**src/rtl/block_dispatcher_if.sv**
```systemverilog
// Launch/completion bundle between the host-side control, the block dispatcher
// and the per-core start/reset/block-id inputs.
interface block_dispatcher_if #(
  parameter int NUM_CORES = 2,
  parameter int TCW       = 3
);
  logic                   start;
  logic [7:0]             thread_count;
  logic [NUM_CORES-1:0]   core_done;
  logic [NUM_CORES-1:0]   core_start;
  logic [NUM_CORES-1:0]   core_reset;
  logic [NUM_CORES*8-1:0] core_block_id;
  logic [NUM_CORES*TCW-1:0] core_thread_count;
  logic                   done;

  modport master (
    output start, thread_count, core_done,
    input  core_start, core_reset, core_block_id, core_thread_count, done
  );

  modport slave (
    input  start, thread_count, core_done,
    output core_start, core_reset, core_block_id, core_thread_count, done
  );
endinterface

```
**src/rtl/block_dispatcher.sv**
```systemverilog
// Splits a kernel launch into fixed-size thread blocks and hands them out in
// order to the lowest-index free core, raising done once all blocks complete.
module block_dispatcher #(
  parameter int NUM_CORES         = 2,
  parameter int THREADS_PER_BLOCK = 4
) (
  input  logic             clk,
  input  logic             reset,
  block_dispatcher_if.slave bus
);
  localparam int LOG2_TPB = $clog2(THREADS_PER_BLOCK);
  localparam int TCW      = LOG2_TPB + 1;
  localparam logic [8:0]     TPB9   = 9'(THREADS_PER_BLOCK);
  localparam logic [TCW-1:0] TPB_TC = TCW'(THREADS_PER_BLOCK);

  typedef enum logic [1:0] {S_IDLE, S_RUN, S_DONE} state_t;

  state_t state_reg, state_next;

  logic [7:0]           latched_tc_reg, latched_tc_next;
  logic [8:0]           total_blocks_reg, total_blocks_next;
  logic [8:0]           blocks_dispatched_reg, blocks_dispatched_next;
  logic [8:0]           blocks_done_reg, blocks_done_next;
  logic                 all_done_reg, all_done_next;
  logic                 done_reg, done_next;
  logic [NUM_CORES-1:0] core_start_reg, core_start_next;
  logic [NUM_CORES-1:0] core_reset_reg, core_reset_next;
  logic [7:0]           block_id_reg [NUM_CORES];
  logic [7:0]           block_id_next [NUM_CORES];
  logic [TCW-1:0]       blk_tc_reg [NUM_CORES];
  logic [TCW-1:0]       blk_tc_next [NUM_CORES];

  logic [8:0]     launch_blocks;
  logic [8:0]     last_base;
  logic [8:0]     last_threads;
  logic [TCW-1:0] dispatch_tc;
  logic [8:0]     complete_cnt;
  logic           found;

  assign launch_blocks = ({1'b0, bus.thread_count} + TPB9 - 9'd1) >> LOG2_TPB;
  // Threads left over for the final block; only meaningful once total_blocks >= 1.
  assign last_base    = (total_blocks_reg - 9'd1) << LOG2_TPB;
  assign last_threads = {1'b0, latched_tc_reg} - last_base;
  assign dispatch_tc  = (blocks_dispatched_reg == total_blocks_reg - 9'd1)
                        ? last_threads[TCW-1:0] : TPB_TC;

  always_ff @(posedge clk or negedge reset) begin
    if (!reset) begin
      state_reg <= S_IDLE;
    end else begin
      state_reg <= state_next;
    end
  end

  always_comb begin
    state_next = state_reg;
    case (state_reg)
      S_IDLE: begin
        if (bus.start) begin
          state_next = (bus.thread_count == 8'd0) ? S_DONE : S_RUN;
        end
      end
      S_RUN: begin
        if (all_done_reg) begin
          state_next = S_DONE;
        end
      end
      S_DONE: begin
        if (!bus.start) begin
          state_next = S_IDLE;
        end
      end
      default: state_next = S_IDLE;
    endcase
  end

  always_comb begin
    latched_tc_next        = latched_tc_reg;
    total_blocks_next      = total_blocks_reg;
    blocks_dispatched_next = blocks_dispatched_reg;
    blocks_done_next       = blocks_done_reg;
    done_next              = done_reg;
    core_start_next        = core_start_reg;
    core_reset_next        = core_reset_reg;
    block_id_next          = block_id_reg;
    blk_tc_next            = blk_tc_reg;
    complete_cnt           = 9'd0;
    found                  = 1'b0;
    all_done_next          = (state_reg == S_RUN) && (total_blocks_reg != 9'd0) &&
                             (blocks_done_reg == total_blocks_reg);

    case (state_reg)
      S_IDLE: begin
        if (bus.start) begin
          latched_tc_next        = bus.thread_count;
          total_blocks_next      = launch_blocks;
          blocks_dispatched_next = 9'd0;
          blocks_done_next       = 9'd0;
          done_next              = (bus.thread_count == 8'd0);
        end
      end
      S_RUN: begin
        for (int i = 0; i < NUM_CORES; i++) begin
          if (core_start_reg[i] && bus.core_done[i]) begin
            core_start_next[i] = 1'b0;
            core_reset_next[i] = 1'b1;
            complete_cnt       = complete_cnt + 9'd1;
          end
        end
        blocks_done_next = blocks_done_reg + complete_cnt;

        // Free cores are judged on registered core_reset, so a core freed this
        // edge is only eligible from the next one.
        if (blocks_dispatched_reg < total_blocks_reg) begin
          for (int i = 0; i < NUM_CORES; i++) begin
            if (!found && core_reset_reg[i]) begin
              found                  = 1'b1;
              core_reset_next[i]     = 1'b0;
              core_start_next[i]     = 1'b1;
              block_id_next[i]       = blocks_dispatched_reg[7:0];
              blk_tc_next[i]         = dispatch_tc;
              blocks_dispatched_next = blocks_dispatched_reg + 9'd1;
            end
          end
        end

        if (all_done_reg) begin
          done_next       = 1'b1;
          core_start_next = '0;
          core_reset_next = '1;
        end
      end
      S_DONE: begin
        done_next       = bus.start;
        core_start_next = '0;
        core_reset_next = '1;
      end
      default: begin
        done_next = 1'b0;
      end
    endcase
  end

  always_ff @(posedge clk or negedge reset) begin
    if (!reset) begin
      latched_tc_reg        <= 8'd0;
      total_blocks_reg      <= 9'd0;
      blocks_dispatched_reg <= 9'd0;
      blocks_done_reg       <= 9'd0;
      all_done_reg          <= 1'b0;
      done_reg              <= 1'b0;
      core_start_reg        <= '0;
      core_reset_reg        <= '1;
      for (int i = 0; i < NUM_CORES; i++) begin
        block_id_reg[i] <= 8'd0;
        blk_tc_reg[i]   <= '0;
      end
    end else begin
      latched_tc_reg        <= latched_tc_next;
      total_blocks_reg      <= total_blocks_next;
      blocks_dispatched_reg <= blocks_dispatched_next;
      blocks_done_reg       <= blocks_done_next;
      all_done_reg          <= all_done_next;
      done_reg              <= done_next;
      core_start_reg        <= core_start_next;
      core_reset_reg        <= core_reset_next;
      block_id_reg          <= block_id_next;
      blk_tc_reg            <= blk_tc_next;
    end
  end

  assign bus.core_start = core_start_reg;
  assign bus.core_reset = core_reset_reg;
  assign bus.done       = done_reg;

  genvar gi;
  generate
    for (gi = 0; gi < NUM_CORES; gi++) begin : g_core_out
      assign bus.core_block_id[gi*8 +: 8]         = block_id_reg[gi];
      assign bus.core_thread_count[gi*TCW +: TCW] = blk_tc_reg[gi];
    end
  endgenerate
endmodule

```
**src/flat_wrapper.sv**
```systemverilog
// flat-port wrapper written by rule: the top's interface ports become plain ports
module block_dispatcher_flat 
#(
  parameter int NUM_CORES         = 2,
  parameter int THREADS_PER_BLOCK = 4
)
  (clk, reset, bus_start, bus_thread_count, bus_core_done, bus_core_start, bus_core_reset, bus_core_block_id, bus_core_thread_count, bus_done);
  block_dispatcher_if #(.NUM_CORES(NUM_CORES), .TCW((3))) bus_i ();
  input  logic clk;
  input  logic reset;
  input wire logic [$bits(bus_i.start)-1:0] bus_start;
  input wire logic [$bits(bus_i.thread_count)-1:0] bus_thread_count;
  input wire logic [$bits(bus_i.core_done)-1:0] bus_core_done;
  output wire logic [$bits(bus_i.core_start)-1:0] bus_core_start;
  output wire logic [$bits(bus_i.core_reset)-1:0] bus_core_reset;
  output wire logic [$bits(bus_i.core_block_id)-1:0] bus_core_block_id;
  output wire logic [$bits(bus_i.core_thread_count)-1:0] bus_core_thread_count;
  output wire logic [$bits(bus_i.done)-1:0] bus_done;
  assign bus_i.start = bus_start;
  assign bus_i.thread_count = bus_thread_count;
  assign bus_i.core_done = bus_core_done;
  assign bus_core_start = bus_i.core_start;
  assign bus_core_reset = bus_i.core_reset;
  assign bus_core_block_id = bus_i.core_block_id;
  assign bus_core_thread_count = bus_i.core_thread_count;
  assign bus_done = bus_i.done;
  block_dispatcher #(.NUM_CORES(NUM_CORES), .THREADS_PER_BLOCK(THREADS_PER_BLOCK)) u_core (.clk(clk), .reset(reset), .bus(bus_i));
endmodule
```
**config.mk**
```make
export PLATFORM = sky130hd
export DESIGN_NAME = block_dispatcher_flat
export DESIGN_NICKNAME = d
export VERILOG_FILES = /design/src/rtl/block_dispatcher_if.sv /design/src/rtl/block_dispatcher.sv /design/src/flat_wrapper.sv
export SDC_FILE = /design/constraint.sdc
export NUM_CORES = 1
export LEC_CHECK = 0
export BUFFER_PORTS_ARGS = -buffer_cell sky130_fd_sc_hd__buf_2
export CORE_MARGIN = 2
export CORE_UTILIZATION = 26
export CTS_BUF_LIST = sky130_fd_sc_hd__clkbuf_16
export DETAILED_ROUTE_END_ITERATION = 7
export PLACE_DENSITY = 0.43
export SETUP_SLACK_MARGIN = 0.4
export SLEW_MARGIN = 15
export SYNTH_ARGS = -nofsm -noshare
export SYNTH_HDL_FRONTEND = slang
export SYNTH_SLANG_ARGS = --single-unit
```
**constraint.sdc**
```tcl
create_clock -name clk -period 3.22 [get_ports clk]
set_input_delay 0.322 -clock clk [delete_from_list [all_inputs] [get_ports clk]]
set_output_delay 0.322 -clock clk [all_outputs]
set_load 0.01 [all_outputs]
```
==> flow_summary.ini, run 1 <==
[run_status]
outcome = finished clean

[global_routing]
grt_start_max_net_pins = 28
antenna_found_initial = 0
overflow = 0
grt_first_pass_wirelength_um = 12900
globalRouteTotalUtil_pct = 12.83
first_global_vias = 2458

[cts]
cts_tree = yes
clk_pin_slew_ns = 0.05
ctsHtreeMaxLevel = 3
cts.hold.buffers_added = 0
cts_post_setup_buffers_inserted = 0
total_clock_buffers_created_by_cts = 9
ctsResizeCount = 0
bufs_on_longest_clock_path = 2
ctsRootBufferMaster = sky130_fd_sc_hd__clkbuf_16
clk-insertion-delay-late_ns = 0.32
cts_sinks = 58

[synthesis]
ys_warn_count = 0
synth_edf_count = 0
unique_cell_type_count_in_the_yosys_netlist = 49
synth.ff_latch_count = 58
synthesis.nets = 341
yosysSeqAreaShare_pct = 45.66
async_reset_ff_share_pct = 100.0
synthesis.instances = 310
synth_area_um2 = 3184
syn_avg_cell_area_um2 = 10.27
yosys_most_used_dff = sky130_fd_sc_hd__dfrtp_1

[die]
rows = 40
design.core.area_um2 = 11960
die_w_um = 114.7
fp.dieArea_um2 = 13150
floorplan.die.height_um = 114.7
initial_utilization_pct = 26.62
io-pin-count = 40

[routing]
number_of_vias_in_the_routed_layout = 2422
final_antenna_net_count = 0
dr.first_iter.drc_count = 112
avgViaCountPerCell = 4.768
detail_route.wirelength_um = 7686
drt_pass_1_iters = 4
drcViolationCount = 0
wl_per_cell_um = 15.13

[finish]
final_cell_area_um2 = 3899
largest_register_ffs = 16
flow.area_growth_from_synthesis_pct = 22.44
layout_common_cells = sky130_fd_sc_hd__dfrtp_1 (56), sky130_fd_sc_hd__buf_2 (39), sky130_fd_sc_hd__nor2_1 (27), sky130_fd_sc_hd__nand2_1 (19), sky130_fd_sc_hd__ha_1 (17)
final_cells = 508
design.final.nets = 387
leading_cell_type_in_the_layout_fill_and_taps_excluded = sky130_fd_sc_hd__dfrtp_1
antennaDiodeCount = 0
final_layout_size_suffix_gt1_share_pct = 22.99

[sta]
finalWorstPathRequiredPeriod_ns = 2.453
report.final.setup_viol = 0
tightestPinTransition_ns = 0.6530
period_share_pct = 76.19
rsz_0062_raised_after_global_routing = false
maxSlewHeadroom_pct = 56.47
fin_worst_skew_ns = 0.005843
fin_ws_ns = 0.7665
maximum_achievable_frequency_ghz = 0.4076
setup_tns_ns = 0
final_max_slew_viol_count = 0
hold_violations = 0

[power_and_ir_drop]
p_leak_nw = 1.845
power.total_mw = 3.344
power.ir.vdd_worst_mv = 0.2638
power-per-cell-area_nw_per_um2 = 857.6

[setup_path]
worstReg2RegStart = u_core.total_blocks_reg[3]
setup.reg_to_reg.worst_slack_ns = 0.77
critical_path.endpoint_type = flop
crit_type = reg -> reg
cp-startpoint = u_core.total_blocks_reg[3]
worst-endpoint-required_ns = 3.48
crit_fanout = 9
r2r_cells = 8
critical_path_endpoint = u_core.blocks_dispatched_reg[1]
arrival_ns = 2.71
worstSetupStartpointType = flop
rr_endpoint = u_core.blocks_dispatched_reg[1]

[placed_design]
detailedPlacementHpwl_um = 5895
gpl.final_weighted_congestion = 0.7963
dpl_worst_slack_ns = 0.7692
dp_area_um2 = 3580
placed_cells = 492
place.port_buffers = 39

[flow_run]
drv.max_cap_violation_count = 0

[min_path]
min_path_type = in -> async
## cells in the mapped netlist (3+ instances only)
library cell	number	area (um^2)
sky130_fd_sc_hd__mux2_2	15	168.9
sky130_fd_sc_hd__nand4_1	4	25.02
sky130_fd_sc_hd__xor2_1	11	96.34
sky130_fd_sc_hd__a21o_1	3	22.52
sky130_fd_sc_hd__nand3_1	8	40.04
sky130_fd_sc_hd__and2_1	3	18.77
sky130_fd_sc_hd__mux2_1	3	33.78
sky130_fd_sc_hd__inv_1	12	45.04
sky130_fd_sc_hd__o21ai_0	14	70.07
sky130_fd_sc_hd__nor2b_1	10	62.56
sky130_fd_sc_hd__ha_1	17	212.7
sky130_fd_sc_hd__and3_1	7	43.79
sky130_fd_sc_hd__clkbuf_1	7	26.28
sky130_fd_sc_hd__xnor2_1	11	96.34
sky130_fd_sc_hd__a31o_1	4	35.03
sky130_fd_sc_hd__a31oi_1	4	25.02
sky130_fd_sc_hd__dfrtp_1	56	1401
sky130_fd_sc_hd__o31ai_1	3	22.52
sky130_fd_sc_hd__buf_2	4	20.02
sky130_fd_sc_hd__nand2_1	19	71.32
sky130_fd_sc_hd__a21oi_1	15	75.07
sky130_fd_sc_hd__o21ai_1	3	15.01
sky130_fd_sc_hd__mux2i_1	4	40.04
sky130_fd_sc_hd__nor2_1	27	101.4
sky130_fd_sc_hd__a311oi_1	4	35.03
sky130_fd_sc_hd__nor3_1	6	30.03
sky130_fd_sc_hd__nand2b_1	5	31.28
## routing by layer
metal  vias to the layer above  wire, um  GRT usage (%)
met5                         -         0              0
met4                         0       125          4.309
met3                         9       242          2.806
met2                        37      3607          20.39
met1                      1167      3711          17.32
li1                       1209         -              -
## through the flow
step / hold WS (ns) / utilization, %
6_report: 0.02714 / 32.59
4_1_cts: 0.04806 / 32.59
5_1_grt: 0.08207 / 32.59
3_3_place_gp: 0.3941 / 29.93
3_5_place_dp: 0.3947 / 29.93
2_1_floorplan: 0.02641 / -
## cell families after synthesis
family,synth area share (%)
mux,7.623
buf+inv,2.868
xor+xnor,6.051
flops,45.66
simple gates,16.58
compound gates,13.91
fa+ha+maj,7.308
## worst min-delay path by stage
| stage | endpoint | slack (ns) | depth (start not counted) |
|---|---|---|---|
| CTS | u_core.blocks_dispatched_reg[6] | 0.05 | 1 |
| finish | u_core.blocks_dispatched_reg[6] | 0.03 | 1 |
| global placement | u_core.bus.core_block_id[5] | 0.39 | 1 |
| detailed placement | u_core.blocks_dispatched_reg[6] | 0.39 | 1 |
| floorplan | u_core.all_done_reg | 0.03 | 0 |
| global route | u_core.blocks_dispatched_reg[8] | 0.08 | 1 |
## area by class of cell
class / instances / area [um^2]
fill: 1220 / 8063
multi-input combinational: 229 / 1649
sequential: 58 / 1454
timing repair buffer: 46 / 247.7
clock buffer: 9 / 225.2
tap: 147 / 183.9
clock inverter: 7 / 93.84
inverter: 12 / 45.04
## critical path, stage by stage (launching register included)
cell	delay, ns
sky130_fd_sc_hd__dfrtp_1	0.49
sky130_fd_sc_hd__inv_1	0.11
sky130_fd_sc_hd__ha_1	0.29
sky130_fd_sc_hd__o21a_1	0.17
sky130_fd_sc_hd__o2111ai_1	0.18
sky130_fd_sc_hd__a21oi_1	0.13
sky130_fd_sc_hd__nor2_1	0.55
sky130_fd_sc_hd__mux2_2	0.40
sky130_fd_sc_hd__nand3_1	0.06
## report_power, final
part / internal (mW) / switching (mW)
combinational: 0.538 / 0.689
clock: 0.675 / 0.345
sequential: 0.903 / 0.194
Power figures use the tool's default switching activity.
==> inputs of run 2 (changes only) <==
PLACE_DENSITY = 0.45   (was 0.43)
clock period = 2.1 ns   (was 3.22 ns; I/O delays follow)
==> run 2 against run 1 <==
Net effect: wire length up 12%; the flow now finishes with violations (setup timing); sequential power is 48% higher; highest routed layer unchanged; cell count grew 11%; clock power grew 40%.
==> flow_summary.ini, run 2 (same netlist as run 1, synthesis figures left out) <==
[run_status]
outcome = finished, violations left
violated_checks = setup timing

[global_routing]
globalRouteTotalUtil_pct = 14.17
first_global_vias = 2767
antenna_found_initial = 0
overflow = 0
grt_start_max_net_pins = 22
grt_first_pass_wirelength_um = 14320

[routing]
number_of_vias_in_the_routed_layout = 2684
detail_route.wirelength_um = 8629
wl_per_cell_um = 15.35
dr.first_iter.drc_count = 96
final_antenna_net_count = 0
drt_pass_1_iters = 4
avgViaCountPerCell = 4.776
drcViolationCount = 0

[sta]
maxSlewHeadroom_pct = 64.75
hold_violations = 0
setup_tns_ns = -0.2001
rsz_0062_raised_after_global_routing = true
period_share_pct = 101.3
tightestPinTransition_ns = 0.5264
fin_ws_ns = -0.02827
finalWorstPathRequiredPeriod_ns = 2.128
report.final.setup_viol = 9
maximum_achievable_frequency_ghz = 0.4699
fin_worst_skew_ns = 0.005738
final_max_slew_viol_count = 0

[finish]
filler_cell_count = 1167
final_layout_size_suffix_gt1_share_pct = 47.71
largest_register_ffs = 16
finalCoreUtilization_pct = 39.80
design.final.nets = 441
leading_cell_type_in_the_layout_fill_and_taps_excluded = sky130_fd_sc_hd__dfrtp_1
flow.area_growth_from_synthesis_pct = 49.51
layout_common_cells = sky130_fd_sc_hd__dfrtp_1 (51), sky130_fd_sc_hd__buf_4 (45), sky130_fd_sc_hd__buf_2 (39), sky130_fd_sc_hd__nor2_1 (23), sky130_fd_sc_hd__nand2_1 (16)
antennaDiodeCount = 0

[die]
fp.dieArea_um2 = 13150
io-pin-count = 40
design.core.area_um2 = 11960
floorplan.die.height_um = 114.7
initial_utilization_pct = 26.62
rows = 40
die_w_um = 114.7

[power_and_ir_drop]
power.ir.vdd_worst_mv = 0.3751
power-per-cell-area_nw_per_um2 = 1289
p_leak_nw = 2.184
power.total_mw = 6.139

[placed_design]
place.port_buffers = 39
gpl.final_weighted_congestion = 0.7430
detailedPlacementHpwl_um = 6225

[cts]
bufs_on_longest_clock_path = 2
ctsHtreeMaxLevel = 3
cts_tree = yes
cts_sinks = 58
total_clock_buffers_created_by_cts = 9
clk-insertion-delay-late_ns = 0.34
ctsRootBufferMaster = sky130_fd_sc_hd__clkbuf_16
clk_pin_slew_ns = 0.05

[setup_path]
crit_type = reg -> reg
crit_fanout = 13
worstSetupStartpointType = flop
critical_path.endpoint_type = flop
worst-endpoint-required_ns = 2.32
arrival_ns = 2.34

[flow_run]
drv.max_cap_violation_count = 0

[min_path]
min_path_type = in -> reg
[run 2: cell types whose count changed in the layout (fill, tap and decap cells not counted), moves of 7 or more]
cell                      delta
sky130_fd_sc_hd__buf_4      +38
sky130_fd_sc_hd__mux2_4     +15
sky130_fd_sc_hd__mux2_2     -12
sky130_fd_sc_hd__buf_6      +11
sky130_fd_sc_hd__a21oi_1     -8
sky130_fd_sc_hd__a21oi_2     +7
sky130_fd_sc_hd__ha_1        -7
sky130_fd_sc_hd__ha_4        +7
[run 2: path summary, 6_finish.rpt]
check | start | endpoint | slack (ns) | cells past startpoint
hold reg to reg | u_core.bus.core_block_id[15] | u_core.bus.core_block_id[15] | 0.49 | 1
setup reg to reg | u_core.total_blocks_reg[4] | u_core.bus.core_block_id[3] | -0.03 | 9
setup / recovery | u_core.total_blocks_reg[4] | u_core.bus.core_block_id[3] | -0.03 | 9
min in group asynchronous | reset | u_core.all_done_reg | 0.34 | 2
max in group asynchronous | reset | u_core.latched_tc_reg[1] | 0.94 | 4
hold / removal | bus_thread_count[1] | u_core.latched_tc_reg[1] | 0.16 | 2
[run 2: area by class of cell]
type / instances / area, um^2 / area share (%)
clock buffers: 9 / 225.2 / 4.731
clock inverters: 7 / 60.06 / 1.261
inverters: 12 / 50.05 / 1.051
multi-input cells: 230 / 2054 / 43.15
flip-flops and latches: 58 / 1460 / 30.67
well taps: 147 / 183.9 / 3.863
repair buffers: 99 / 726.9 / 15.27
[run 2: where the power goes]
part / total [mW] / internal, mW / switching, mW
Clock: 1.43 / 0.903 / 0.524
Sequential: 1.63 / 1.39 / 0.235
Combinational: 3.08 / 1.58 / 1.51
[run 2: stage by stage]
stage / instances / area [um^2] / setup slack (ns) / hold WS [ns]
2_1_floorplan: 310 / 3412 / 0.01416 / -0.08559
3_3_place_gp: 519 / 3989 / -0.07919 / 0.1709
6_report: 562 / 4761 / -0.02827 / 0.1566
4_1_cts: 555 / 4643 / -0.09818 / 0.1589
3_5_place_dp: 519 / 3989 / -0.1265 / 0.1769
5_1_grt: 562 / 4761 / -0.1428 / 0.1778
[run 2: timing repair]
item	CTS	global route
setup buffers	18	7
gates resized for setup	47	17
hold buffers	1	0
hold endpoints to repair	14	0
setup endpoints to repair	43	48
gates cloned	1	0
pin swaps	22	20
[run 2: metal layers]
layer,routed length [um],GRT usage (%),vias to the layer above
met5,0,0,-
met4,148,5.447,0
met3,309,3.653,11
met2,4161,22.96,38
met1,4009,18.11,1319
li1,-,-,1316
[run 2: critical path, cell delays in order (launching register included)]
cell and delay [ns]:
sky130_fd_sc_hd__dfrtp_2 0.42, sky130_fd_sc_hd__buf_6 0.13, sky130_fd_sc_hd__inv_4 0.05, sky130_fd_sc_hd__ha_4 0.21, sky130_fd_sc_hd__a211oi_4 0.29, sky130_fd_sc_hd__a21oi_4 0.09, sky130_fd_sc_hd__buf_12 0.15, sky130_fd_sc_hd__nor3_4 0.19
sky130_fd_sc_hd__buf_12 0.17, sky130_fd_sc_hd__mux2_4 0.30
